File: src/rtl/myo_status_frame_builder_if.sv
// Avalon-MM read-master bundle between the status frame builder and the myocontrol slave.
interface myo_status_frame_builder_if;
    logic [15:0] oAVM_ADDRESS;
    logic        oAVM_READ;
    logic [31:0] iAVM_READDATA;
    logic        iAVM_WAITREQUEST;

    modport master (
        output oAVM_ADDRESS,
        output oAVM_READ,
        input  iAVM_READDATA,
        input  iAVM_WAITREQUEST
    );

    modport slave (
        input  oAVM_ADDRESS,
        input  oAVM_READ,
        output iAVM_READDATA,
        output iAVM_WAITREQUEST
    );
endinterface

File: src/rtl/myo_status_frame_builder.sv
// Sweeps myocontrol status registers into a double-buffered, byte-addressable status frame.
// Timing: each read takes 3 + W cycles (W = waitrequest stall cycles). With W = 0, oDONE rises
// on the 15*NUMBER_OF_MOTORS+2 rising edge after the edge that accepts iSTART (62 at default).
module myo_status_frame_builder #(
    parameter int         NUMBER_OF_MOTORS = 4,
    parameter int         TIMEOUT_CYCLES   = 255,
    parameter logic [7:0] HEADER_BYTE      = 8'h5A
) (
    input  logic                          iCLK,
    input  logic                          iRESET,
    input  logic                          iSTART,
    input  logic                          iHOLD,
    output logic                          oBUSY,
    output logic                          oDONE,
    output logic                          oTIMEOUT_ERR,
    output logic [7:0]                    oFRAME_SEQ,
    myo_status_frame_builder_if.master    avm,
    input  logic [7:0]                    iRD_INDEX,
    output logic [7:0]                    oRD_DATA
);

    localparam int FRAME_BYTES = 3 + 20 * NUMBER_OF_MOTORS;
    localparam int AW          = $clog2(FRAME_BYTES);

    localparam logic [2:0] S_IDLE     = 3'd0;
    localparam logic [2:0] S_ISSUE    = 3'd1;
    localparam logic [2:0] S_WAIT     = 3'd2;
    localparam logic [2:0] S_STORE    = 3'd3;
    localparam logic [2:0] S_CHECKSUM = 3'd4;
    localparam logic [2:0] S_SWAP     = 3'd5;

    logic [2:0]    r_state;
    logic [2:0]    r_field;
    logic [7:0]    r_motor;
    logic [15:0]   r_stall;
    logic [31:0]   r_data;
    logic [7:0]    r_csum;
    logic [AW-1:0] r_wptr;
    logic [7:0]    r_seq;
    logic          r_bank_sel;
    logic [7:0]    r_bank [0:1][0:FRAME_BYTES-1];
    logic          r_busy;
    logic          r_done;
    logic          r_timeout_err;
    logic [7:0]    r_frame_seq;
    logic [15:0]   r_address;
    logic          r_read;
    logic [7:0]    r_rd_data;

    logic          w_wbank;
    logic [7:0]    w_seq_next;
    logic          w_last_read;

    assign w_wbank     = ~r_bank_sel;
    assign w_seq_next  = r_seq + 8'd1;
    assign w_last_read = (r_field == 3'd4) && (r_motor == 8'(NUMBER_OF_MOTORS - 1));

    assign oBUSY            = r_busy;
    assign oDONE            = r_done;
    assign oTIMEOUT_ERR     = r_timeout_err;
    assign oFRAME_SEQ       = r_frame_seq;
    assign avm.oAVM_ADDRESS = r_address;
    assign avm.oAVM_READ    = r_read;
    assign oRD_DATA         = r_rd_data;

    // Register high byte for each payload field, in sweep order.
    function automatic logic [7:0] field_code(input logic [2:0] f);
        case (f)
            3'd0:    return 8'h0B;
            3'd1:    return 8'h0C;
            3'd2:    return 8'h0E;
            3'd3:    return 8'h0D;
            3'd4:    return 8'h0F;
            default: return 8'h00;
        endcase
    endfunction

    function automatic logic [7:0] fold_xor(input logic [31:0] w);
        return w[31:24] ^ w[23:16] ^ w[15:8] ^ w[7:0];
    endfunction

    // Sweep sequencer, write-bank fill and bank swap.
    always_ff @(posedge iCLK) begin
        if (iRESET) begin
            r_state       <= S_IDLE;
            r_field       <= 3'd0;
            r_motor       <= 8'd0;
            r_stall       <= 16'd0;
            r_data        <= 32'd0;
            r_csum        <= 8'h00;
            r_wptr        <= '0;
            r_seq         <= 8'd0;
            r_bank_sel    <= 1'b0;
            r_busy        <= 1'b0;
            r_done        <= 1'b0;
            r_timeout_err <= 1'b0;
            r_frame_seq   <= 8'd0;
            r_address     <= 16'd0;
            r_read        <= 1'b0;
            for (int b = 0; b < 2; b++) begin
                for (int i = 0; i < FRAME_BYTES; i++) begin
                    r_bank[b[0]][i[AW-1:0]] <= 8'h00;
                end
            end
        end else begin
            r_done <= 1'b0;
            case (r_state)
                S_IDLE: begin
                    if (iSTART) begin
                        r_busy                  <= 1'b1;
                        r_timeout_err           <= 1'b0;
                        r_seq                   <= w_seq_next;
                        r_bank[w_wbank][AW'(0)] <= HEADER_BYTE;
                        r_bank[w_wbank][AW'(1)] <= w_seq_next;
                        r_csum                  <= HEADER_BYTE ^ w_seq_next;
                        r_field                 <= 3'd0;
                        r_motor                 <= 8'd0;
                        r_wptr                  <= AW'(2);
                        r_state                 <= S_ISSUE;
                    end
                end
                S_ISSUE: begin
                    r_address <= {field_code(r_field), r_motor};
                    r_read    <= 1'b1;
                    r_stall   <= 16'd0;
                    r_state   <= S_WAIT;
                end
                S_WAIT: begin
                    if (!avm.iAVM_WAITREQUEST) begin
                        r_data  <= avm.iAVM_READDATA;
                        r_read  <= 1'b0;
                        r_state <= S_STORE;
                    end else if (r_stall == 16'(TIMEOUT_CYCLES - 1)) begin
                        // Abandoned read: the all-ones word marks the slot as invalid.
                        r_data        <= 32'hFFFF_FFFF;
                        r_read        <= 1'b0;
                        r_timeout_err <= 1'b1;
                        r_state       <= S_STORE;
                    end else begin
                        r_stall <= r_stall + 16'd1;
                    end
                end
                S_STORE: begin
                    r_bank[w_wbank][r_wptr]          <= r_data[31:24];
                    r_bank[w_wbank][r_wptr + AW'(1)] <= r_data[23:16];
                    r_bank[w_wbank][r_wptr + AW'(2)] <= r_data[15:8];
                    r_bank[w_wbank][r_wptr + AW'(3)] <= r_data[7:0];
                    r_csum <= r_csum ^ fold_xor(r_data);
                    r_wptr <= r_wptr + AW'(4);
                    if (w_last_read) begin
                        r_state <= S_CHECKSUM;
                    end else if (r_motor == 8'(NUMBER_OF_MOTORS - 1)) begin
                        r_motor <= 8'd0;
                        r_field <= r_field + 3'd1;
                        r_state <= S_ISSUE;
                    end else begin
                        r_motor <= r_motor + 8'd1;
                        r_state <= S_ISSUE;
                    end
                end
                S_CHECKSUM: begin
                    r_bank[w_wbank][AW'(FRAME_BYTES - 1)] <= r_csum;
                    r_state <= S_SWAP;
                end
                S_SWAP: begin
                    if (!iHOLD) begin
                        r_bank_sel  <= ~r_bank_sel;
                        r_frame_seq <= r_seq;
                        r_done      <= 1'b1;
                        r_busy      <= 1'b0;
                        r_state     <= S_IDLE;
                    end
                end
                default: begin
                    r_state <= S_IDLE;
                    r_read  <= 1'b0;
                    r_busy  <= 1'b0;
                end
            endcase
        end
    end

    // Registered read port, always from the bank not being filled.
    always_ff @(posedge iCLK) begin
        if (iRESET) begin
            r_rd_data <= 8'h00;
        end else if (iRD_INDEX < 8'(FRAME_BYTES)) begin
            r_rd_data <= r_bank[r_bank_sel][iRD_INDEX[AW-1:0]];
        end else begin
            r_rd_data <= 8'h00;
        end
    end

endmodule

File: src/flat_wrapper.sv
// flat-port wrapper written by rule: the top's interface ports become plain ports
module myo_status_frame_builder_flat 
#(
    parameter int         NUMBER_OF_MOTORS = 4,
    parameter int         TIMEOUT_CYCLES   = 255,
    parameter logic [7:0] HEADER_BYTE      = 8'h5A
)
  (iCLK, iRESET, iSTART, iHOLD, oBUSY, oDONE, oTIMEOUT_ERR, oFRAME_SEQ, iRD_INDEX, oRD_DATA, avm_oAVM_ADDRESS, avm_oAVM_READ, avm_iAVM_READDATA, avm_iAVM_WAITREQUEST);
  myo_status_frame_builder_if avm_i ();
  input  logic iCLK;
  input  logic iRESET;
  input  logic iSTART;
  input  logic iHOLD;
  output logic oBUSY;
  output logic oDONE;
  output logic oTIMEOUT_ERR;
  output logic [7:0] oFRAME_SEQ;
  input  logic [7:0] iRD_INDEX;
  output logic [7:0] oRD_DATA;
  output wire logic [$bits(avm_i.oAVM_ADDRESS)-1:0] avm_oAVM_ADDRESS;
  output wire logic [$bits(avm_i.oAVM_READ)-1:0] avm_oAVM_READ;
  input wire logic [$bits(avm_i.iAVM_READDATA)-1:0] avm_iAVM_READDATA;
  input wire logic [$bits(avm_i.iAVM_WAITREQUEST)-1:0] avm_iAVM_WAITREQUEST;
  assign avm_oAVM_ADDRESS = avm_i.oAVM_ADDRESS;
  assign avm_oAVM_READ = avm_i.oAVM_READ;
  assign avm_i.iAVM_READDATA = avm_iAVM_READDATA;
  assign avm_i.iAVM_WAITREQUEST = avm_iAVM_WAITREQUEST;
  myo_status_frame_builder #(.NUMBER_OF_MOTORS(NUMBER_OF_MOTORS), .TIMEOUT_CYCLES(TIMEOUT_CYCLES), .HEADER_BYTE(HEADER_BYTE)) u_core (.iCLK(iCLK), .iRESET(iRESET), .iSTART(iSTART), .iHOLD(iHOLD), .oBUSY(oBUSY), .oDONE(oDONE), .oTIMEOUT_ERR(oTIMEOUT_ERR), .oFRAME_SEQ(oFRAME_SEQ), .avm(avm_i), .iRD_INDEX(iRD_INDEX), .oRD_DATA(oRD_DATA));
endmodule
File: config.mk
export PLATFORM = sky130hd
export DESIGN_NAME = myo_status_frame_builder_flat
export DESIGN_NICKNAME = d
export VERILOG_FILES = /design/src/rtl/myo_status_frame_builder_if.sv /design/src/rtl/myo_status_frame_builder.sv /design/src/flat_wrapper.sv
export SDC_FILE = /design/constraint.sdc
export NUM_CORES = 2
export LEC_CHECK = 0
export CAP_MARGIN = 20
export CORE_MARGIN = 2
export CORE_UTILIZATION = 30
export CTS_BUF_LIST = sky130_fd_sc_hd__clkbuf_4 sky130_fd_sc_hd__clkbuf_8 sky130_fd_sc_hd__clkbuf_16
export DETAILED_ROUTE_END_ITERATION = 10
export PLACE_DENSITY = 0.55
export RECOVER_POWER = 50
export SKIP_LAST_GASP = 1
export SYNTH_ARGS = -nofsm -noshare
export SYNTH_HDL_FRONTEND = slang
export SYNTH_SLANG_ARGS = --single-unit
File: constraint.sdc
create_clock -name iCLK -period 13.3 [get_ports iCLK]
set_input_delay 3.99 -clock iCLK [delete_from_list [all_inputs] [get_ports iCLK]]
set_output_delay 3.99 -clock iCLK [all_outputs]
set_load 0.1 [all_outputs]
==> metrics.txt <==
Max clock buf depth 3; Finished Layout Cells 11400; category of the worst setup path launch point primary input; number of buffers inserted during clock tree synthesis 162; HP Class register to register; Starting DRT DRC Count 11100; post-detailed-route via-to-cell ratio 6.07; violated checks capacitance limit, slew limit; Worst VDD drop 0.150 mV; overflow left after global routing 0; number of buffers inserted for hold repair after clock tree synthesis 0; largest cells by area after synthesis sky130_fd_sc_hd__edfxtp_1 (51%), sky130_fd_sc_hd__nand2_1 (10%), sky130_fd_sc_hd__mux4_2 (7.5%); # nets final 7808; count of filler cells inserted in the layout 26000; Max-Cap Viols 13; effective utilization at floorplan 0.302; final hold slack 436 ps; setup violators final 0; Relative slew margins -0.901; required time of the worst setup path 13830 ps; Synth Register Bits 1438; total core area 260000 um2; number of input and output port buffers inserted 76; sequential element share of the synthesized area 0.535; Max Clock Freq 0.0908 GHz; Post-CTS Setup Inserts 0; most frequently used cell type in the post-synthesis netlist sky130_fd_sc_hd__nand2_1; RSZ-0062 raised after global routing no; outcome finished with violations; WS Path Type primary input to register; fraction of final layout cells sized beyond drive strength 1 0.109; WL/cell 30.3 um; die height 516 um; worst-case clock skew 42.0 ps; via count of the first global-routing pass 65300; Pre-antenna DRT Iters 8; Synth area leader sky130_fd_sc_hd__edfxtp_1; clock period minus final worst setup slack 11010 ps; area of the die 266000 um2; Crit. End Element register; CTS root buf sky130_fd_sc_hd__clkbuf_16; Power Density 147 nW/um2; H-tree levels 4; arrival time of the worst setup path 11540 ps; clock transition at the register clock pins on the worst setup and hold paths after CTS 60 ps; setup TNS 0 ps; Worst Tran Pin Value 2850 ps; # resized after CTS 0; Die W 516 um; clock latency reported for the late side of the worst-skew pair 850 ps; Leak 26.7 nW; top cells by instance count after synthesis sky130_fd_sc_hd__nand2_1 (2163), sky130_fd_sc_hd__edfxtp_1 (1328), sky130_fd_sc_hd__a21oi_1 (1061); Synthesis Warnings 0; share of async-settable or async-resettable flops after synthesis 0; synthesis-to-layout area growth 12.8%; predominant post-synthesis flop cell sky130_fd_sc_hd__edfxtp_1; Placed Cells incl. Taps 11100; routability cong. 0.989; Sink Count 1438; count of pins on the block boundary 81; share of the synthesized area in the top cell type 0.507; share of the clock period used by the worst path after layout 0.828; DRC errors left 0; count of distinct cell types in the synthesized netlist 79; Post-Synthesis Cell Area 78600 um2; top fanout value on the critical path 36; total wire length after detailed routing 345000 um; standard-cell row count 187; TritonCTS clock tree built; number of antenna violations at the first check in global routing 16; number of vias after detailed routing 69100; max-slew violation count 263; EDFF count, synth 1328; total track usage 0.251; gate count after technology mapping 7920; first-pass GRT wire length 486000 um; post-detailed-route count of antenna-violating nets 0; average instance area after synthesis 9.92 um2; hpwl dp 208000 um; Final Hold Vio Count 0; largest net degree at the start of global routing 196
[layout by cell type, fill, tap and decap left out, drive strengths merged, types with 13 or more instances in the layout]
| master | instances |
|---|---|
| nor4 | 13 |
| a311oi | 117 |
| a21oi | 1061 |
| bufinv | 15 |
| clkbuf | 350 |
| o211ai | 17 |
| o221ai | 93 |
| nand2 | 2163 |
| a31oi | 21 |
| clkdlybuf4s50 | 36 |
| o22ai | 52 |
| o221a | 32 |
| buf | 210 |
| dlygate4sd3 | 34 |
| or3 | 16 |
| nand4 | 19 |
| xnor2 | 13 |
| nor2 | 646 |
| a211oi | 37 |
| nand2b | 15 |
| o21ai | 218 |
| mux4 | 262 |
| xor2 | 17 |
| inv | 26 |
| dfxtp | 110 |
| a22oi | 114 |
| edfxtp | 1328 |
| clkinv | 76 |
| nand3 | 215 |
| ha | 14 |
| nor3 | 85 |
| mux2i | 310 |
[per-layer routing]
metal  track usage  routed length, um  part of all wire  vias to the layer above
met3        0.0609              44600              0.13                     1267
met1         0.320             123000              0.36                    33800
met5      0.000548                138           0.00040                        -
li1              -                  -                 -                    28500
met4         0.163              27200             0.079                       10
met2         0.381             150000              0.43                     5482
[kinds of logic (layout without fill, tap and decap cells)]
group                    Yosys count  in the layout  synth area share
multiplexers                     574            574             0.115
AO/OA/AOI/OAI                   1837           1837             0.139
other                              1             10         0.0000477
flip-flops                      1438           1438             0.535
AND/OR/NAND/NOR                 3237           3237             0.164
adder cells (fa/ha/maj)           14             14           0.00223
buffers and inverters            789            751            0.0401
XOR/XNOR                          30             30           0.00353
[registers in the layout (all words and copies together), names as in the netlist, 3 cells and up, named ones only]
name                     cells
u_core.oFRAME_SEQ            8
u_core.avm.oAVM_ADDRESS     12
u_core.r_motor               8
u_core.r_wptr                6
u_core.r_bank             1328
u_core.r_data               32
u_core.r_seq                 8
u_core.oRD_DATA              8
u_core.r_field               3
u_core.r_stall              16
u_core.r_state               3
[stage by stage]
step	power [mW]	setup slack [ps]	utilization	cell area, um2
2_1_floorplan	7.04	5940	-	78600
5_1_grt	13.2	2380	0.341	88700
3_3_place_gp	8.29	3520	0.321	83400
4_1_cts	12.9	4300	0.342	89000
3_5_place_dp	8.32	3390	0.321	83600
6_report	13.0	2290	0.341	88700
[worst max-delay path: stages]
cell                        delay [ps]
sky130_fd_sc_hd__clkbuf_1          560
sky130_fd_sc_hd__nand4bb_1         420
sky130_fd_sc_hd__clkbuf_1          390
sky130_fd_sc_hd__nor2_1           2090
sky130_fd_sc_hd__nand2_1          1340
sky130_fd_sc_hd__nor2_1            440
sky130_fd_sc_hd__nor4b_1            90
sky130_fd_sc_hd__nand4_1           390
sky130_fd_sc_hd__o31ai_4           240
sky130_fd_sc_hd__buf_4             330
sky130_fd_sc_hd__buf_4             310
sky130_fd_sc_hd__o21ai_0           540
sky130_fd_sc_hd__clkbuf_2          300
[where the power goes]
part / internal (mW) / switching, mW
clock: 2.67 / 1.99
combinational: 0.601 / 2.01
sequential: 5.23 / 0.508
[path summary, 6_finish.rpt]
| path | start | to | slack (ps) | depth (start not counted) |
|---|---|---|---|---|
| hold reg to reg | u_core.avm.oAVM_ADDRESS[8] | u_core.avm.oAVM_ADDRESS[8] | 440 | 2 |
| setup reg to reg | u_core.r_wptr[1] | u_core.r_bank[0][493] | 4910 | 12 |
| setup / recovery | iRESET | u_core.r_bank[0][493] | 2290 | 13 |
| hold / removal | u_core.avm.oAVM_ADDRESS[8] | u_core.avm.oAVM_ADDRESS[8] | 440 | 2 |
[layout make-up]
class	count	area, um2	area share
repair buffers	427	2980	0.0336
well taps	3496	4370	0.0493
clock inverters	97	930	0.0105
multi-input cells	5696	33600	0.379
clock buffers	203	4460	0.0503
inverters	24	109	0.00123
flip-flops and latches	1438	42200	0.476
diodes	6	15.0	0.000169
(Power assumes the default switching activity.)
